**src/rtl/pc_pkg.sv**
```systemverilog
// Shared types and op encodings for the program-counter unit.
package pc_pkg;

   typedef logic [2:0] op_t;

   localparam op_t OP_SEQ  = 3'd0;
   localparam op_t OP_BR   = 3'd1;
   localparam op_t OP_JMP  = 3'd2;
   localparam op_t OP_CALL = 3'd3;
   localparam op_t OP_RET  = 3'd4;

endpackage

```
**src/rtl/pc_unit_if.sv**
```systemverilog
// Control-side bundle for pc_unit: per-cycle op request and registered PC/RAS status.
interface pc_unit_if
   import pc_pkg::*;
#(
   parameter int PC_W  = 11,
   parameter int OFF_W = 8
);

   logic             stall;
   op_t              op;
   logic [OFF_W-1:0] offset;
   logic [PC_W-1:0]  target;
   logic [PC_W-1:0]  pc;
   logic             ras_empty;
   logic             ras_full;
   logic             ras_ovf;
   logic             ras_unf;

   modport master (
      output stall, op, offset, target,
      input  pc, ras_empty, ras_full, ras_ovf, ras_unf
   );

   modport slave (
      input  stall, op, offset, target,
      output pc, ras_empty, ras_full, ras_ovf, ras_unf
   );

endinterface

```
**src/rtl/pc_ras.sv**
```systemverilog
// Circular return-address stack; a push when full silently drops the oldest entry.
module pc_ras #(
   parameter int PC_W      = 11,
   parameter int RAS_DEPTH = 4
) (
   input  logic            clk,
   input  logic            reset_n,
   input  logic            i_push,
   input  logic            i_pop,
   input  logic [PC_W-1:0] i_data,
   output logic [PC_W-1:0] o_data,
   output logic            o_empty,
   output logic            o_full
);

   localparam int PTR_W = $clog2(RAS_DEPTH);
   localparam int CNT_W = PTR_W + 1;

   logic [PC_W-1:0]  r_mem [RAS_DEPTH];
   logic [PTR_W-1:0] r_top;
   logic [CNT_W-1:0] r_cnt;
   logic [PTR_W-1:0] w_top_inc;
   logic [PTR_W-1:0] w_top_dec;
   logic             w_do_pop;

   assign w_top_inc = r_top + PTR_W'(1);
   assign w_top_dec = r_top - PTR_W'(1);
   assign w_do_pop  = i_pop && !o_empty;

   assign o_data  = r_mem[r_top];
   assign o_empty = (r_cnt == '0);
   assign o_full  = (r_cnt == CNT_W'(RAS_DEPTH));

   always_ff @(posedge clk) begin
      if (!reset_n) begin
         r_top <= '0;
         r_cnt <= '0;
      end else if (i_push) begin
         r_top <= w_top_inc;
         if (!o_full)
            r_cnt <= r_cnt + CNT_W'(1);
      end else if (w_do_pop) begin
         r_top <= w_top_dec;
         r_cnt <= r_cnt - CNT_W'(1);
      end
   end

   // When full, the slot after top holds the oldest entry, so it is overwritten.
   always_ff @(posedge clk) begin
      if (reset_n && i_push)
         r_mem[w_top_inc] <= i_data;
   end

endmodule

```
**src/rtl/pc_unit.sv**
```systemverilog
// Program counter with branch/jump/call/return next-PC selection, stall and RAS.
module pc_unit
   import pc_pkg::*;
#(
   parameter int              PC_W      = 11,
   parameter int              OFF_W     = 8,
   parameter int              RAS_DEPTH = 4,
   parameter logic [PC_W-1:0] RESET_PC  = '0
) (
   input  logic clk,
   input  logic reset_n,
   pc_unit_if.slave bus
);

   logic [PC_W-1:0] r_pc;
   logic            r_ovf;
   logic            r_unf;

   logic [PC_W-1:0] w_off;
   logic [PC_W-1:0] w_pc_inc;
   logic [PC_W-1:0] w_pc_br;
   logic [PC_W-1:0] w_pc_nxt;
   logic [PC_W-1:0] w_ras_data;
   logic            w_ras_empty;
   logic            w_ras_full;
   logic            w_go;
   logic            w_is_br;
   logic            w_is_jmp;
   logic            w_is_call;
   logic            w_is_ret;
   logic            w_is_seq;

   assign w_go      = !bus.stall;
   assign w_is_br   = w_go && (bus.op == OP_BR);
   assign w_is_jmp  = w_go && (bus.op == OP_JMP);
   assign w_is_call = w_go && (bus.op == OP_CALL);
   assign w_is_ret  = w_go && (bus.op == OP_RET);
   assign w_is_seq  = w_go && !(w_is_br || w_is_jmp || w_is_call || w_is_ret);

   assign w_off    = PC_W'($signed(bus.offset));
   assign w_pc_inc = r_pc + PC_W'(1);
   assign w_pc_br  = r_pc + w_off;

   pc_ras #(
      .PC_W      (PC_W),
      .RAS_DEPTH (RAS_DEPTH)
   ) u_ras (
      .clk     (clk),
      .reset_n (reset_n),
      .i_push  (w_is_call),
      .i_pop   (w_is_ret),
      .i_data  (w_pc_inc),
      .o_data  (w_ras_data),
      .o_empty (w_ras_empty),
      .o_full  (w_ras_full)
   );

   always_comb begin
      w_pc_nxt = r_pc;
      unique case (1'b1)
         w_is_seq:  w_pc_nxt = w_pc_inc;
         w_is_br:   w_pc_nxt = w_pc_br;
         w_is_jmp:  w_pc_nxt = bus.target;
         w_is_call: w_pc_nxt = bus.target;
         w_is_ret:  w_pc_nxt = w_ras_empty ? w_pc_inc : w_ras_data;
         default:   w_pc_nxt = r_pc;
      endcase
   end

   always_ff @(posedge clk) begin
      if (!reset_n) begin
         r_pc  <= RESET_PC;
         r_ovf <= 1'b0;
         r_unf <= 1'b0;
      end else begin
         r_pc <= w_pc_nxt;
         if (w_is_call && w_ras_full)
            r_ovf <= 1'b1;
         if (w_is_ret && w_ras_empty)
            r_unf <= 1'b1;
      end
   end

   assign bus.pc        = r_pc;
   assign bus.ras_empty = w_ras_empty;
   assign bus.ras_full  = w_ras_full;
   assign bus.ras_ovf   = r_ovf;
   assign bus.ras_unf   = r_unf;

endmodule

```
**src/flat_wrapper.sv**
```systemverilog
// flat-port wrapper written by rule: the top's interface ports become plain ports
module pc_unit_flat import pc_pkg::*;
#(
   parameter int              PC_W      = 11,
   parameter int              OFF_W     = 8,
   parameter int              RAS_DEPTH = 4,
   parameter logic [PC_W-1:0] RESET_PC  = '0
)
  (clk, reset_n, bus_stall, bus_op, bus_offset, bus_target, bus_pc, bus_ras_empty, bus_ras_full, bus_ras_ovf, bus_ras_unf);
  pc_unit_if #(.PC_W(PC_W), .OFF_W(OFF_W)) bus_i ();
  input  logic clk;
  input  logic reset_n;
  input wire logic [$bits(bus_i.stall)-1:0] bus_stall;
  input wire logic [$bits(bus_i.op)-1:0] bus_op;
  input wire logic [$bits(bus_i.offset)-1:0] bus_offset;
  input wire logic [$bits(bus_i.target)-1:0] bus_target;
  output wire logic [$bits(bus_i.pc)-1:0] bus_pc;
  output wire logic [$bits(bus_i.ras_empty)-1:0] bus_ras_empty;
  output wire logic [$bits(bus_i.ras_full)-1:0] bus_ras_full;
  output wire logic [$bits(bus_i.ras_ovf)-1:0] bus_ras_ovf;
  output wire logic [$bits(bus_i.ras_unf)-1:0] bus_ras_unf;
  assign bus_i.stall = bus_stall;
  assign bus_i.op = bus_op;
  assign bus_i.offset = bus_offset;
  assign bus_i.target = bus_target;
  assign bus_pc = bus_i.pc;
  assign bus_ras_empty = bus_i.ras_empty;
  assign bus_ras_full = bus_i.ras_full;
  assign bus_ras_ovf = bus_i.ras_ovf;
  assign bus_ras_unf = bus_i.ras_unf;
  pc_unit #(.PC_W(PC_W), .OFF_W(OFF_W), .RAS_DEPTH(RAS_DEPTH), .RESET_PC(RESET_PC)) u_core (.clk(clk), .reset_n(reset_n), .bus(bus_i));
endmodule
```
**config.mk**
```make
export PLATFORM = sky130hd
export DESIGN_NAME = pc_unit_flat
export DESIGN_NICKNAME = d
export VERILOG_FILES = /design/src/rtl/pc_pkg.sv /design/src/rtl/pc_unit_if.sv /design/src/rtl/pc_ras.sv /design/src/rtl/pc_unit.sv /design/src/flat_wrapper.sv
export SDC_FILE = /design/constraint.sdc
export NUM_CORES = 1
export LEC_CHECK = 0
export BUFFER_PORTS_ARGS = -buffer_cell sky130_fd_sc_hd__buf_2
export CAP_MARGIN = 20
export CORE_MARGIN = 2
export CORE_UTILIZATION = 60
export CTS_CLUSTER_DIAMETER = 150
export CTS_CLUSTER_SIZE = 8
export DETAILED_ROUTE_END_ITERATION = 6
export GPL_TIMING_DRIVEN = 0
export PLACE_DENSITY = 0.82
export SYNTH_ARGS = -nofsm -noshare
export SYNTH_HDL_FRONTEND = slang
export SYNTH_SLANG_ARGS = --single-unit
```
**constraint.sdc**
```tcl
create_clock -name clk -period 4.59 [get_ports clk]
set_input_delay 0.918 -clock clk [delete_from_list [all_inputs] [get_ports clk]]
set_output_delay 0.918 -clock clk [all_outputs]
set_load 0.03 [all_outputs]
```
==> results of run 1 <==
-- power by group through the flow --
stage	Combinational [W]	Sequential [W]	Clock (W)
after floorplan	0.000124	0.000677	0
after global placement	0.000190	0.000665	0
after detailed placement	0.000194	0.000666	0
after CTS	0.000196	0.000653	0.000457
after global routing	0.000217	0.000655	0.000479
final	0.000197	0.000654	0.000452
-- state kept, by name, indices dropped and copies added, names as in the netlist, named ones only --
signal and flops:
u_core.u_ras.r_cnt 3, u_core.u_ras.r_mem 44, u_core.bus.ras_unf 1, u_core.bus.pc 11
u_core.bus.ras_ovf 1, u_core.u_ras.r_top 2
-- area by class of cell --
| cell class | instances | area share (%) |
|---|---|---|
| Tap cell | 72 | 2.34 |
| Multi-Input combinational cell | 198 | 40.8 |
| Clock buffer | 12 | 3.51 |
| Clock inverter | 4 | 1.20 |
| Buffer | 9 | 1.23 |
| Sequential cell | 64 | 44.7 |
| Timing Repair Buffer | 38 | 4.94 |
| Inverter | 13 | 1.27 |
-- layer usage --
metal,GRT usage [%],vias up
met1,35.7,1251
met4,10.2,0
met5,0,-
li1,-,1203
met3,4.55,14
met2,43.6,116
-- placed cells by master, fill, tap and decap left out, drive strengths merged, types with 12 or more instances in the layout --
master  instances
inv            12
edfxtp         44
clkbuf         16
o21ai          12
dfxtp          20
ha             15
a21oi          17
nor3           13
nor2           20
nand3          13
buf            43
-- cell families (layout without fill, tap and decap cells) --
group                    Yosys count  after routing  share of synthesized area (%)
flip-flops                        64             64                           50.8
XOR/XNOR                          16             16                           4.14
multiplexers                      13             13                           7.90
buffers and inverters             22             76                           2.84
AND/OR/NAND/NOR                   80             80                           12.1
adder cells (fa/ha/maj)           17             17                           6.72
AO/OA/AOI/OAI                     72             72                           15.5
-- metrics by stage --
stage | cell area, µm² | setup slack (ps) | power, W
2_1_floorplan | 3390 | 2040 | 0.000801
3_3_place_gp | 3670 | 1780 | 0.000855
3_5_place_dp | 3670 | 1720 | 0.000860
4_1_cts | 3850 | 2050 | 0.00131
5_1_grt | 3850 | 1850 | 0.00135
6_report | 3850 | 2030 | 0.00130
-- worst max-delay path by stage --
stage,from,end,slack (ps),depth (start not counted)
final,bus_op[2],u_core.u_ras.r_cnt[2]$_SDFFE_PN0P_,2030,12
after global routing,bus_op[2],u_core.u_ras.r_cnt[2]$_SDFFE_PN0P_,1850,12
after CTS,bus_op[2],u_core.u_ras.r_cnt[2]$_SDFFE_PN0P_,2050,12
after detailed placement,bus_op[2],u_core.u_ras.r_cnt[2]$_SDFFE_PN0P_,1720,12
after global placement,bus_op[2],u_core.u_ras.r_cnt[2]$_SDFFE_PN0P_,1780,12
after floorplan,bus_op[2],u_core.u_ras.r_cnt[2]$_SDFFE_PN0P_,2040,11
-- worst register-to-register path, delay by kind of cell (launching register included) --
kind / cells / cell delay (ps)
fa+ha+maj: 2 / 500
simple gates: 3 / 970
flops: 1 / 530
compound gates: 2 / 220
==> metrics.txt, run 1 <==
Worst Setup End Kind flop; Leakage 1.45 nW; Total GRT Usage 26.6%; Max Clock Freq 391 MHz; Slew Viols, Final 0; CP cell instances buf_2, and2b_2, buf_4, and3_1, buf_2, inv_1, fa_1, inv_1, nor3_1, a21oi_1, xor2_1, nor2_1; clock sinks 64; Rel. slew slack 57.9%; post_cts resized 0; via count 2,584; top-count cell post-synth edfxtp_1; Multi-input gate area 0.00157 mm²; Syn Area/Cell 11.9 µm²; dpl cells 394; worst-skew pair later-pin latency 330 ps; critical path class in -> reg; Startpoint Class primary input; Worst path slowest cell fa_1; post-DP HPWL 5620 µm; clk buf depth 2; Final period util 55.8%; area leader, netlist edfxtp_1; die area 0.00626 mm²; Max Cap Viol 0; Clk pwr share 34.7%; Yosys top cell area share 39.0%; TritonCTS clock tree built; hold path start u_core.bus.ras_ovf$_SDFFE_PN0P_; Initial Util 61.9%; reg-to-reg slack, setup 2300 ps; largest fanout on the critical path 10; Crit path required time 4810 ps; fillers 411; initial antenna violation count 0; fin util 70.3%; area taken by flip-flops and latches 0.00172 mm²; crit-path max cell delay 370 ps; Final Non-Filler Cells 410; Gate Count Post-Synth 284; worst hold path type reg -> reg; htree depth 3; WL/cell 18.9 µm; cts hold-fix bufs 0; I/O pins 40; # diodes 0; Main synth FF type edfxtp_1; core area 0.00547 mm²; Synth Warn # 0; Hold Path Depth 2; Die Span X 79.1 µm; worst slew pin tran 626 ps; Top Metal Used met4; hold endpoint u_core.bus.ras_ovf$_SDFFE_PN0P_; Net Sw Frac 26.4%; pwr dens 339 mW/mm²; sequential share of power 50.2%; Final nets 375; final-report hold violation count 0; run status finished clean; Seq cells post-synth 64; reg2reg end u_core.bus.pc[10]$_SDFFE_PN0P_; setup violators final 0; register area share after synthesis 50.8%; met2 routed WL 3750 µm; crit path DAT 2780 ps; synth cell count leaders edfxtp_1 (44), dfxtp_1 (20), nor2_1 (19), a21oi_1 (17), ha_1 (15); grt total ovfl 0; DRT iter0 DRCs 197; r2r startpoint u_core.bus.pc[0]$_SDFFE_PN0P_; Clock Root Buffer clkbuf_8; Sw Pwr 0.000344 W; fraction of registers with async set/reset 0%; hold_ws 487 ps; Cell Area, Synth 0.00339 mm²; Die Y 79.1 µm; setup TNS 0 ps; vias per cell 6.30; first-pass GRT wire length 12,500 µm; Synth cell types 50; gpl congestion 0.884; antenna viol nets, final 0; Clock Pin Slew Worst Setup and Hold Paths 60 ps; routed wl met3 474 µm; post-route DRC violation count 0; vias in the first global route 2,510; fraction of layout cells with a size suffix above 1 22.5%; worst r2r path cells 7; CTS buffer count 9; Post-synth EDFFs 44; VDD IR max 0.304 mV; IO buf count 38; CP bufs+invs 5; Layout area overhead 13.6%; pin count of the biggest net entering global routing 12; Final min period 2560 ps; delay-heaviest family, CP buffers and inverters; M1 WL 3380 µm; cell internal pwr 0.000959 W; Logic pwr share 15.1%; unrepaired setup endpoints after global routing no; First-pass DRT Iterations 4; Setup Skew 5.36 ps; Rows 27; postcts setup bufs 0; Mapped Nets 326; synth top area cells edfxtp_1 (39%), dfxtp_1 (12%), mux4_2 (7.3%); final wirelength 7740 µm
Note: power is estimated with default switching activity, not from simulation.
==> inputs of run 2 (changes only) <==
--- a/config.mk
+++ b/config.mk
@@ -8,12 +8,12 @@
 export BUFFER_PORTS_ARGS = -buffer_cell sky130_fd_sc_hd__buf_2
 export CAP_MARGIN = 20
 export CORE_MARGIN = 2
-export CORE_UTILIZATION = 60
+export CORE_UTILIZATION = 52
 export CTS_CLUSTER_DIAMETER = 150
 export CTS_CLUSTER_SIZE = 8
 export DETAILED_ROUTE_END_ITERATION = 6
 export GPL_TIMING_DRIVEN = 0
-export PLACE_DENSITY = 0.82
+export PLACE_DENSITY = 0.75
 export SYNTH_ARGS = -nofsm -noshare
 export SYNTH_HDL_FRONTEND = slang
 export SYNTH_SLANG_ARGS = --single-unit
==> constraint.sdc (replaced) <==
create_clock -name clk -period 2.27 [get_ports clk]
set_input_delay 0.454 -clock clk [delete_from_list [all_inputs] [get_ports clk]]
set_output_delay 0.454 -clock clk [all_outputs]
set_load 0.03 [all_outputs]
==> metrics.txt, run 2 (same netlist as run 1, synthesis figures left out) <==
htree depth 3 (unchanged); worst slew pin tran 647 ps (+20.4 ps); Final Non-Filler Cells 415 (+1.2%); worst-skew pair later-pin latency 340 ps (about the same); Final nets 375 (unchanged); Largest Register u_core.u_ras.r_mem; Final period util 92.9%; CP Depth 5 (-7); most common cell after layout, fill and taps aside edfxtp_1; gpl congestion 0.863 (-2.4%); commonest non-fill, non-tap cells in the layout edfxtp_1 (44), buf_2 (39), nor2_1 (19), dfxtp_1 (19), a21oi_1 (16); Worst Setup End Kind flop; clock sinks 64 (unchanged); Die Y 84.7 µm (+7.0%); first-pass GRT wire length 12,700 µm (+2.0%); initial antenna violation count 0 (unchanged); cts hold-fix bufs 0 (unchanged); pre-CTS setup slack -107 ps (-1820 ps); sequential share of power 47.0% (-3.2 points); Leakage 1.47 nW (+1.3%); Crit path required time 2480 ps (-2330 ps); fraction of layout cells with a size suffix above 1 24.6% (+2.1 points); Die Span X 84.7 µm (+7.0%); VDD IR max 0.587 mV (+93%); post-route DRC violation count 0 (unchanged); final wirelength 7800 µm (+0.71%); DRT iter0 DRCs 251 (+27%); largest fanout on the critical path 10 (unchanged); core area 0.00631 mm² (+15%); Worst path slowest cell buf_1; Clk pwr share 38.5% (+3.8 points); Rows 29 (+7.4%); crit path DAT 2320 ps (-460 ps); I/O pins 40 (unchanged); post_cts resized 1 (+1); worst hold path type reg -> reg; crit-path max cell delay 510 ps (+140 ps); First-pass DRT Iterations 4 (unchanged); end point of the critical path u_core.bus.pc[9]$_SDFFE_PN0P_; worst r2r path cells 5 (-2); Final min period 2110 ps; Layout area overhead 15.5%; Setup Skew 6.36 ps (+1.00 ps); dpl cells 399 (+1.3%); Net Sw Frac 25.7% (-0.69 points); Rel. slew slack 56.9% (-1.0 points); post-DP HPWL 5670 µm (+0.90%); Slew Viols, Final 0 (unchanged); delay-heaviest family, CP compound AO/OA/AOI/OAI gates; clk buf depth 2 (unchanged); die area 0.00718 mm² (+15%); run status finished clean; reg2reg end u_core.bus.pc[9]$_SDFFE_PN0P_; grt total ovfl 0 (unchanged); unrepaired setup endpoints after global routing no; antenna viol nets, final 0 (unchanged); IO buf count 38 (unchanged); WL/cell 18.8 µm (-0.50%); Max Cap Viol 0 (unchanged); critical path class reg -> reg; CP cell instances buf_1, mux4_2, a221o_1, o221ai_1, o211ai_1; Clock Pin Slew Worst Setup and Hold Paths 70 ps (about the same); CTS buffer count 9 (unchanged); via count 2,573 (-0.43%); vias in the first global route 2,494 (-0.64%); fin util 62.0% (-8.3 points); setup violators final 0 (unchanged); Multi-input gate area 0.00159 mm² (+0.96%); TritonCTS clock tree built; final-report hold violation count 0 (unchanged); Startpoint Class flop; CP bufs+invs 1 (-4); postcts setup bufs 0 (unchanged); pwr dens 717 mW/mm² (+110%); area taken by flip-flops and latches 0.00172 mm² (about the same); Clock Root Buffer clkbuf_8; Total GRT Usage 23.4% (-3.3 points); Initial Util 53.7% (-8.2 points); Largest register FFs 44 (unchanged); fillers 534 (+30%); pin count of the biggest net entering global routing 12 (unchanged); Sw Pwr 0.000722 W (+110%); # diodes 0 (unchanged); reg-to-reg slack, setup 160 ps (-2140 ps); Final Worst Setup Slack 160 ps (-1870 ps); vias per cell 6.20 (-1.6%); Logic pwr share 14.5% (-0.6 points); cell internal pwr 0.00209 W (+120%); Max Clock Freq 474 MHz
==> run 2: final cells by class <==
type / instances / share of cell area [%]
flip-flops and latches: 64 / 44.0
multi-input cells: 198 / 40.5
repair buffers: 38 / 4.86
clock buffers: 11 / 3.61
well taps: 77 / 2.46
clock inverters: 5 / 2.05
plain buffers: 9 / 1.28
inverters: 13 / 1.25
==> run 2: layer usage <==
layer,GRT usage (%),share of wire [%],vias up
li1,-,-,1206
met1,31.9,44,1234
met2,35.5,46,115
met3,8.16,8.5,18
met4,6.93,2.0,0
met5,0,0,-
==> run 2: worst min-delay path by stage <==
| stage | from | endpoint | slack (ps) | depth (start not counted) |
|---|---|---|---|---|
| after floorplan | u_core.u_ras.r_cnt[2]$_SDFFE_PN0P_ | u_core.u_ras.r_cnt[2]$_SDFFE_PN0P_ | 490 | 2 |
| after global placement | u_core.bus.ras_ovf$_SDFFE_PN0P_ | u_core.bus.ras_ovf$_SDFFE_PN0P_ | 450 | 2 |
| after detailed placement | u_core.bus.ras_ovf$_SDFFE_PN0P_ | u_core.bus.ras_ovf$_SDFFE_PN0P_ | 460 | 2 |
| after CTS | bus_target[6] | u_core.bus.pc[6]$_SDFFE_PN0P_ | 460 | 3 |
| after global routing | reset_n | u_core.bus.pc[7]$_SDFFE_PN0P_ | 470 | 3 |
| final | u_core.bus.ras_unf$_SDFFE_PN0P_ | u_core.bus.ras_unf$_SDFFE_PN0P_ | 470 | 2 |
==> run 2: power groups by stage <==
stage	clock, W	sequential, W	combinational [W]
2_1_floorplan	0	0.00137	0.000251
3_3_place_gp	0	0.00134	0.000387
3_5_place_dp	0	0.00135	0.000395
4_1_cts	0.00110	0.00132	0.000400
5_1_grt	0.00115	0.00133	0.000446
6_report	0.00108	0.00132	0.000406
==> run 2: metrics by stage <==
step | TNS (ps) | total power (W) | instance area (µm²) | hold WS (ps)
floorplan | 0 | 0.00162 | 3390 | 494
global placement | -231 | 0.00173 | 3670 | 450
detailed placement | -249 | 0.00174 | 3670 | 456
CTS | 0 | 0.00282 | 3900 | 458
global route | 0 | 0.00292 | 3920 | 469
finish | 0 | 0.00281 | 3920 | 471
==> run 2: worst min-delay path: stages (launching register included) <==
cell     delay (ps)
dfxtp_1         330
a21oi_1          40
nor2_1           70
